==> src/rtl/uart_frame_arbiter.sv <==
// rtl/uart_frame_arbiter.sv - round-robin arbiter framing 16-bit results onto one UART_TX byte transmitter.
// Define UART_ARB_CHECKSUM_EN to append an XOR checksum byte (4-byte frames instead of 3).
module uart_frame_arbiter #(
  parameter int NREQ = 4,
  parameter int IDW  = 4
) (
  input  logic                 clock,
  input  logic                 reset,
  input  logic [NREQ-1:0]      req_valid,
  input  logic [16*NREQ-1:0]   req_data,
  output logic [NREQ-1:0]      req_ready,
  output logic                 uart_start,
  output logic [7:0]           uart_data,
  input  logic                 uart_busy,
  output logic [IDW-1:0]       grant_id,
  output logic                 busy
);

`ifdef UART_ARB_CHECKSUM_EN
  localparam logic [1:0] LAST = 2'd3;
`else
  localparam logic [1:0] LAST = 2'd2;
`endif

  typedef enum logic [1:0] {
    S_IDLE,
    S_SEND,
    S_GUARD,
    S_WAIT
  } state_t;

  state_t            state_q;
  logic [IDW-1:0]    ptr_q;
  logic [IDW-1:0]    grant_id_q;
  logic [1:0]        idx_q;
  logic [15:0]       word_q;
  logic [NREQ-1:0]   req_ready_q;
  logic              uart_start_q;
  logic [7:0]        uart_data_q;
  logic              busy_q;

  logic              win_found;
  logic [IDW-1:0]    win_id;
  logic [15:0]       win_data;
  logic [IDW-1:0]    ptr_d;
  logic [1:0]        idx_d;
  logic [7:0]        byte_d;

  function automatic logic [7:0] header_byte(input logic [IDW-1:0] id);
    return {4'hA, 4'(id)};
  endfunction

  // First pending requester at or after ptr_q, wrapping modulo NREQ.
  always_comb begin : rr_select
    int c;
    c         = 0;
    win_found = 1'b0;
    win_id    = '0;
    win_data  = '0;
    for (int k = 0; k < NREQ; k++) begin
      c = int'(ptr_q) + k;
      if (c >= NREQ) c = c - NREQ;
      if (!win_found && req_valid[c]) begin
        win_found = 1'b1;
        win_id    = IDW'(c);
        win_data  = req_data[16*c +: 16];
      end
    end
  end

  always_comb begin
    ptr_d = '0;
    if (int'(win_id) != NREQ - 1) ptr_d = win_id + IDW'(1);
  end

  assign idx_d = idx_q + 2'd1;

  always_comb begin
    byte_d = 8'h00;
    case (idx_d)
      2'd1: byte_d = word_q[15:8];
      2'd2: byte_d = word_q[7:0];
`ifdef UART_ARB_CHECKSUM_EN
      2'd3: byte_d = header_byte(grant_id_q) ^ word_q[15:8] ^ word_q[7:0];
`endif
      default: byte_d = 8'h00;
    endcase
  end

  always_ff @(posedge clock or posedge reset) begin
    if (reset) begin
      state_q      <= S_IDLE;
      ptr_q        <= '0;
      grant_id_q   <= '0;
      idx_q        <= '0;
      word_q       <= '0;
      req_ready_q  <= '0;
      uart_start_q <= 1'b0;
      uart_data_q  <= '0;
      busy_q       <= 1'b0;
    end else begin
      uart_start_q <= 1'b0;
      req_ready_q  <= '0;
      case (state_q)
        S_IDLE: begin
          if (win_found) begin
            word_q       <= win_data;
            grant_id_q   <= win_id;
            ptr_q        <= ptr_d;
            idx_q        <= '0;
            req_ready_q  <= NREQ'(1) << win_id;
            uart_start_q <= 1'b1;
            uart_data_q  <= header_byte(win_id);
            busy_q       <= 1'b1;
            state_q      <= S_SEND;
          end
        end
        S_SEND:  state_q <= S_GUARD;
        // UART_TX raises busy one cycle after start, so it is not trusted here.
        S_GUARD: state_q <= S_WAIT;
        S_WAIT: begin
          if (!uart_busy) begin
            if (idx_q < LAST) begin
              idx_q        <= idx_d;
              uart_data_q  <= byte_d;
              uart_start_q <= 1'b1;
              state_q      <= S_SEND;
            end else begin
              busy_q  <= 1'b0;
              state_q <= S_IDLE;
            end
          end
        end
        default: state_q <= S_IDLE;
      endcase
    end
  end

  assign req_ready  = req_ready_q;
  assign uart_start = uart_start_q;
  assign uart_data  = uart_data_q;
  assign grant_id   = grant_id_q;
  assign busy       = busy_q;

endmodule

==> config.mk <==
export PLATFORM = sky130hd
export DESIGN_NAME = uart_frame_arbiter
export DESIGN_NICKNAME = d
export VERILOG_FILES = /design/src/rtl/uart_frame_arbiter.sv
export SDC_FILE = /design/constraint.sdc
export NUM_CORES = 1
export LEC_CHECK = 0
export ABC_AREA = 1
export BUFFER_PORTS_ARGS = -buffer_cell sky130_fd_sc_hd__buf_2
export CORE_ASPECT_RATIO = 0.6
export CORE_UTILIZATION = 40
export DETAILED_ROUTE_END_ITERATION = 10
export GPL_TIMING_DRIVEN = 0
export PLACE_DENSITY_LB_ADDON = 0.12
export SLEW_MARGIN = 40
export SYNTH_ARGS = -nofsm -noshare
export SYNTH_HDL_FRONTEND = slang
export SYNTH_SLANG_ARGS = --single-unit
==> constraint.sdc <==
create_clock -name clock -period 3.9 [get_ports clock]
set_input_delay 0.195 -clock clock [delete_from_list [all_inputs] [get_ports clock]]
set_output_delay 0.195 -clock clock [all_outputs]
set_load 0.03 [all_outputs]
==> results.py, run 1 <==
metrics = {
    "setup_path": {
        "r2r_setup_slack_ns": 0.30,
        "r2r_end": "uart_data[3]",
        "cp-start-kind": "flop",
        "reg2regPathDepth": 17,
        "path_class": "flop to flop",
        "required_ns": 4.06,
        "r2r_start": "ptr_q[1]",
        "end_kind": "flop",
        "crit_path_max_fanout": 12,
        "cp.arrival_ns": 3.76,
    },
    "synthesis": {
        "synth_cells": 654,
        "synth.net_count": 746,
        "synth.distinct_cells": 31,
        "yosysSeqAreaShare_pct": 23.3,
        "ys_ff_latch": 42,
        "netlist_area_um2": 4520,
        "yosysWarnings": 0,
        "synth_area_per_cell_um2": 6.91,
    },
    "grt": {
        "grt_max_degree": 43,
        "grt_pass1_wl_mm": 22.4,
        "grt-busiest-layer": "met2",
        "met2_usage_pct": 37.2,
        "use_met3_pct": 2.74,
        "grt_pass1_vias": 4509,
        "antenna_found_initial": 0,
        "overflow": 0,
        "grt_use_total_pct": 23.8,
        "grt_use_met1_pct": 35.4,
    },
    "cells_and_area": {
        "nets": 842,
        "n_antenna_cell": 0,
        "area_growth_pct": 17.6,
        "drive_gt1_share_pct": 19.3,
    },
    "run_status": {
        "status": "finished with violations",
        "violations": "design-rule violations",
    },
    "drt": {
        "first_pass_iters": 9,
        "detail_route.vias_per_cell": 5.35,
        "drc": 3,
        "wire_per_inst_um": 15.4,
        "wl_mm": 13.7,
        "dr.first_iter.drc_count": 370,
        "antenna_left": 0,
        "num_vias": 4765,
    },
    "worst_hold_path": {
        "min_to": "uart_start",
        "hp-start": "uart_busy",
        "worstHoldPathCells": 4,
        "hp-class": "primary input to flop",
    },
    "clock_network": {
        "clock_sinks": 42,
        "cts_root_buffer": "clkbuf_16",
        "clockBufferDepth": 2,
        "path_clk_slew_ns": 0.06,
        "post-cts-setup-buffers": 0,
        "cts_tree": "done",
        "worstSkewPairLatency_ns": 0.28,
        "cts_buffers": 5,
        "cts-htree-levels": 2,
    },
    "pwr": {
        "power_density_nw_per_um2": 994,
        "p_leak_nw": 2.93,
        "irDropWorstVdd_v": 0.000347,
    },
    "timing": {
        "worst_pin_slew_ns": 0.627,
        "fin_crit_sh_pct": 92.4,
        "post-route-min-period_ns": 3.60,
        "finalHoldViolations": 0,
        "fmax_ghz": 0.277,
        "finalSetupViolations": 0,
        "setup_slack_ns": 0.295,
        "timing.slew.headroom_pct": 58.2,
        "rsz0062_at_grt": "false",
        "drv_slew": 0,
        "finalClockSkew_ns": 0.00779,
        "fin_tns_setup_ns": 0,
    },
    "flow_run": {
        "maxCapViolCount": 0,
    },
    "placed_design": {
        "routabilityCongestion": 0.922,
        "port_buffers": 88,
        "dpl.hpwl_mm": 10.8,
        "pre_cts_slack_ns": 0.241,
    },
    "floorplan": {
        "coreArea_um2": 10800,
        "ioPinCount": 89,
        "die_area_um2": 11700,
        "die_w_um": 139,
        "rows": 29,
        "initial_core_util_pct": 41.9,
        "dieHeight_um": 84.3,
    },
}
repair_timing:
action                     in CTS  in global routing
resized for setup               0                  1
hold endpoints to repair       42                  0
setup endpoints to repair       0                 14
hold buffers                    1                  0
metal layers:
metal	vias to the layer above	wire length [um]
met2	175	5750
met1	2249	6890
met3	13	985
met5	-	0
li1	2328	-
met4	0	86
layout make-up:
class / count / area [um^2]
Timing Repair Buffer: 89 / 450
Clock inverter: 3 / 40.0
Clock buffer: 5 / 125
Inverter: 74 / 283
Multi-Input combinational cell: 506 / 3000
Tap cell: 139 / 174
Buffer: 32 / 186
Fill cell: 1087 / 5460
Sequential cell: 42 / 1050
cells in the final DEF (no fill, tap or decap), types with 21 or more instances in the layout:
cell type	count
dfrtp_1	42
mux2i_1	90
o21ai_0	40
buf_2	102
nand3_1	24
a21oi_1	26
nand2_1	206
inv_1	63
ha_1	21
nor2_1	32
sequential cells by signal (all words and copies together), names as in the netlist:
name and cells:
busy 1, grant_id 4, idx_q 2, ptr_q 4
req_ready 4, state_q 2, uart_data 8, uart_start 1
word_q 16
cells in the mapped netlist:
library cell | n | share of area [%]
nand2_1 | 206 | 17
mux2i_1 | 90 | 20
inv_1 | 64 | 5.3
dfrtp_1 | 42 | 23
o21ai_0 | 40 | 4.4
nor2_1 | 32 | 2.7
a21oi_1 | 26 | 2.9
nand3_1 | 24 | 2.7
ha_1 | 21 | 5.8
o21ai_1 | 20 | 2.2
buf_2 | 15 | 1.7
o211ai_1 | 15 | 2.5
clkbuf_1 | 8 | 0.66
inv_2 | 8 | 0.66
nand2_2 | 5 | 0.69
buf_4 | 4 | 0.66
buf_6 | 4 | 1.0
nor2_4 | 4 | 1.0
a22o_1 | 3 | 0.58
nand2_4 | 3 | 0.75
nand3_2 | 3 | 0.66
nand4_1 | 3 | 0.42
xor2_1 | 3 | 0.58
a31oi_1 | 2 | 0.28
o21a_1 | 2 | 0.33
xnor2_1 | 2 | 0.39
buf_1 | 1 | 0.083
clkinv_1 | 1 | 0.083
inv_4 | 1 | 0.14
nand4_4 | 1 | 0.47
or2_1 | 1 | 0.14
cell families (layout without fill, tap and decap cells):
kind of cell	Yosys count	after routing	synth area share [%]
compound gates	108	108	13.2
mux	90	90	19.9
flops	42	42	23.3
buf+inv	106	203	10.3
simple gates	282	282	26.6
xor+xnor	5	5	0.969
fa+ha+maj	21	21	5.81
worst max path at each step:
stage	from	end	slack [ns]	depth (start not counted)
2_1_floorplan	ptr_q[1]	ptr_q[3]	1.03	19
3_3_place_gp	ptr_q[1]	uart_data[3]	0.31	17
3_5_place_dp	ptr_q[1]	uart_data[3]	0.24	17
4_1_cts	ptr_q[1]	uart_data[3]	0.20	17
5_1_grt	ptr_q[1]	uart_data[3]	0.002	17
6_report	ptr_q[1]	uart_data[3]	0.30	17
where the power goes:
part           internal, mW  switching (mW)
Sequential            0.600           0.124
Clock                 0.300           0.166
Combinational          1.33            2.76
critical path: stages, from the launching register on:
cell      delay, ns
dfrtp_1        0.51
inv_2          0.15
buf_2          0.35
clkbuf_4       0.37
ha_1           0.22
nand2_1        0.07
nand2_1        0.08
xor2_1         0.19
inv_1          0.09
ha_1           0.19
nand2_1        0.06
o211ai_1       0.13
o21ai_1        0.24
nor2_1         0.07
nor2_1         0.31
inv_1          0.15
o21ai_1        0.20
nand2_1        0.08
through the flow:
| step | util [%] | std cells | total power [mW] | hold WS (ns) | instance area (um^2) |
|---|---|---|---|---|---|
| final | 49.3 | 890 | 5.28 | 0.223 | 5310 |
| after global routing | 49.3 | 890 | 5.79 | 0.269 | 5310 |
| after CTS | 49.3 | 890 | 5.24 | 0.226 | 5310 |
| after detailed placement | 47.7 | 881 | 4.75 | 0.278 | 5140 |
| after global placement | 47.6 | 881 | 4.66 | 0.463 | 5130 |
| after floorplan | - | 654 | 3.70 | 0.387 | 4520 |
No activity file was read; power rests on OpenSTA's default activity.
==> run 2, diff against run 1 <==
--- a/config.mk
+++ b/config.mk
@@ -7,7 +7,6 @@
 export LEC_CHECK = 0
 export ABC_AREA = 1
 export BUFFER_PORTS_ARGS = -buffer_cell sky130_fd_sc_hd__buf_2
-export CORE_ASPECT_RATIO = 0.6
 export CORE_UTILIZATION = 40
 export DETAILED_ROUTE_END_ITERATION = 10
 export GPL_TIMING_DRIVEN = 0
==> results.py, run 2 (same netlist as run 1, synthesis figures left out) <==
metrics = {
    "placed_design": {
        "routabilityCongestion": 0.863,
        "port_buffers": 88,
        "dpl.hpwl_mm": 10.2,
    },
    "timing": {
        "fin_tns_setup_ns": 0,
        "drv_slew": 0,
        "finalHoldViolations": 0,
        "finalSetupViolations": 0,
        "rsz0062_at_grt": "false",
        "fmax_ghz": 0.280,
        "fin_crit_sh_pct": 91.6,
        "finalClockSkew_ns": 0.00550,
        "worst_pin_slew_ns": 0.520,
        "timing.slew.headroom_pct": 65.3,
        "post-route-min-period_ns": 3.57,
    },
    "clock_network": {
        "cts_buffers": 5,
        "path_clk_slew_ns": 0.06,
        "clock_sinks": 42,
        "cts-htree-levels": 2,
        "cts_root_buffer": "clkbuf_16",
        "worstSkewPairLatency_ns": 0.28,
        "post-cts-setup-buffers": 0,
        "clockBufferDepth": 2,
        "cts_tree": "done",
    },
    "grt": {
        "grt_max_degree": 43,
        "grt_pass1_wl_mm": 21.2,
        "overflow": 0,
        "antenna_found_initial": 0,
        "grt_pass1_vias": 4537,
        "grt_use_total_pct": 22.9,
    },
    "floorplan": {
        "dieHeight_um": 108,
        "ioPinCount": 89,
        "initial_core_util_pct": 41.3,
        "coreArea_um2": 10900,
        "die_w_um": 108,
        "rows": 38,
        "die_area_um2": 11700,
    },
    "cells_and_area": {
        "final_common_cell": "nand2_1",
        "largest_register": "word_q",
        "area_growth_pct": 18.4,
        "nets": 842,
        "n_antenna_cell": 0,
        "largest_register_ffs": 16,
        "drive_gt1_share_pct": 19.3,
        "fillCellCount": 1148,
        "final_cell_mix": "206 x nand2_1, 102 x buf_2, 90 x mux2i_1",
    },
    "drt": {
        "highest-signal-layer": "met4",
        "met2_wirelength_mm": 6.18,
        "met1_length_mm": 5.67,
        "wl_mm": 12.9,
        "dr.first_iter.drc_count": 255,
        "antenna_left": 0,
        "num_vias": 4668,
        "detail_route.vias_per_cell": 5.24,
        "drc": 0,
        "first_pass_iters": 6,
        "wire_per_inst_um": 14.5,
        "wl_met3_um": 651,
    },
    "flow_run": {
        "maxCapViolCount": 0,
    },
    "pwr": {
        "finalPower_mw": 5.25,
        "irDropWorstVdd_v": 0.000337,
        "p_leak_nw": 2.94,
        "power_density_nw_per_um2": 981,
    },
    "setup_path": {
        "end_kind": "flop",
        "cp-start-kind": "flop",
        "crit_path_max_fanout": 12,
        "cp.arrival_ns": 3.79,
        "required_ns": 4.12,
        "path_class": "flop to flop",
    },
    "worst_hold_path": {
        "hp-class": "primary input to flop",
    },
    "run_status": {
        "status": "finished clean",
    },
}
==> run 2: cell count changes in the layout (fill, tap and decap cells not counted) <==
cell,delta
clkinv_2,-2
clkbuf_8,+1
bufinv_16,+1
==> run 2: through the flow <==
stage          hold WS [ns]  setup WS, ns  cells  cell area [um^2]  util (%)
3_3_place_gp          0.464         0.383    882              5130      47.0
6_report              0.266         0.329    891              5350      48.9
2_1_floorplan         0.387          1.03    654              4520         -
3_5_place_dp          0.275         0.319    882              5140      47.0
5_1_grt               0.269        0.0135    891              5350      48.9
4_1_cts               0.261         0.286    891              5350      48.9
==> run 2: power by group <==
part | internal, mW | switching, mW
logic | 1.33 | 2.65
registers | 0.600 | 0.117
clock network | 0.384 | 0.160
==> run 2: critical path, stage by stage, from the launching register on <==
cell and delay (ns):
dfrtp_1 0.51, inv_2 0.15, buf_2 0.30, clkbuf_4 0.35, ha_1 0.20, nand2_1 0.06
nand2_1 0.09, xor2_1 0.20, inv_1 0.10, ha_1 0.19, nand2_1 0.06, o211ai_1 0.14
o21ai_1 0.26, inv_2 0.07, nor2_4 0.24, buf_6 0.18, o211ai_1 0.09, nand2_1 0.15
nand2_1 0.07, nand2_1 0.06
==> run 2: repair_timing <==
item	CTS	global route
gates resized for setup	0	1
setup endpoints to repair	0	5
hold buffers	1	0
endpoints found under the hold margin	42	0
==> run 2: path summary, 6_finish.rpt <==
check                                  start  cells after the start  slack [ns]           end
worst max-delay path                ptr_q[1]                     19        0.33     word_q[7]
worst min-delay path               uart_busy                      4        0.27    uart_start
worst max register to register      ptr_q[1]                     19        0.33     word_q[7]
worst min register to register  uart_data[3]                      2        0.48  uart_data[3]
max in group asynchronous              reset                      3        3.03      idx_q[1]
min in group asynchronous              reset                      3        0.52  uart_data[0]
==> run 2: area by class of cell <==
cell class	instances	area, um^2	share of cell area, %
clock inverters	2	60.1	1.12
plain buffers	32	186	3.49
clock buffers	6	139	2.60
well taps	140	175	3.27
flip-flops and latches	42	1050	19.6
multi-input cells	506	3000	56.2
repair buffers	89	450	8.42
inverters	74	283	5.29
==> run 2: per-layer routing <==
metal  track usage (%)  up-vias
met1              28.5     2158
li1                  -     2335
met3              2.47       24
met4              7.82        0
met2              40.9      151
met5                 0        -
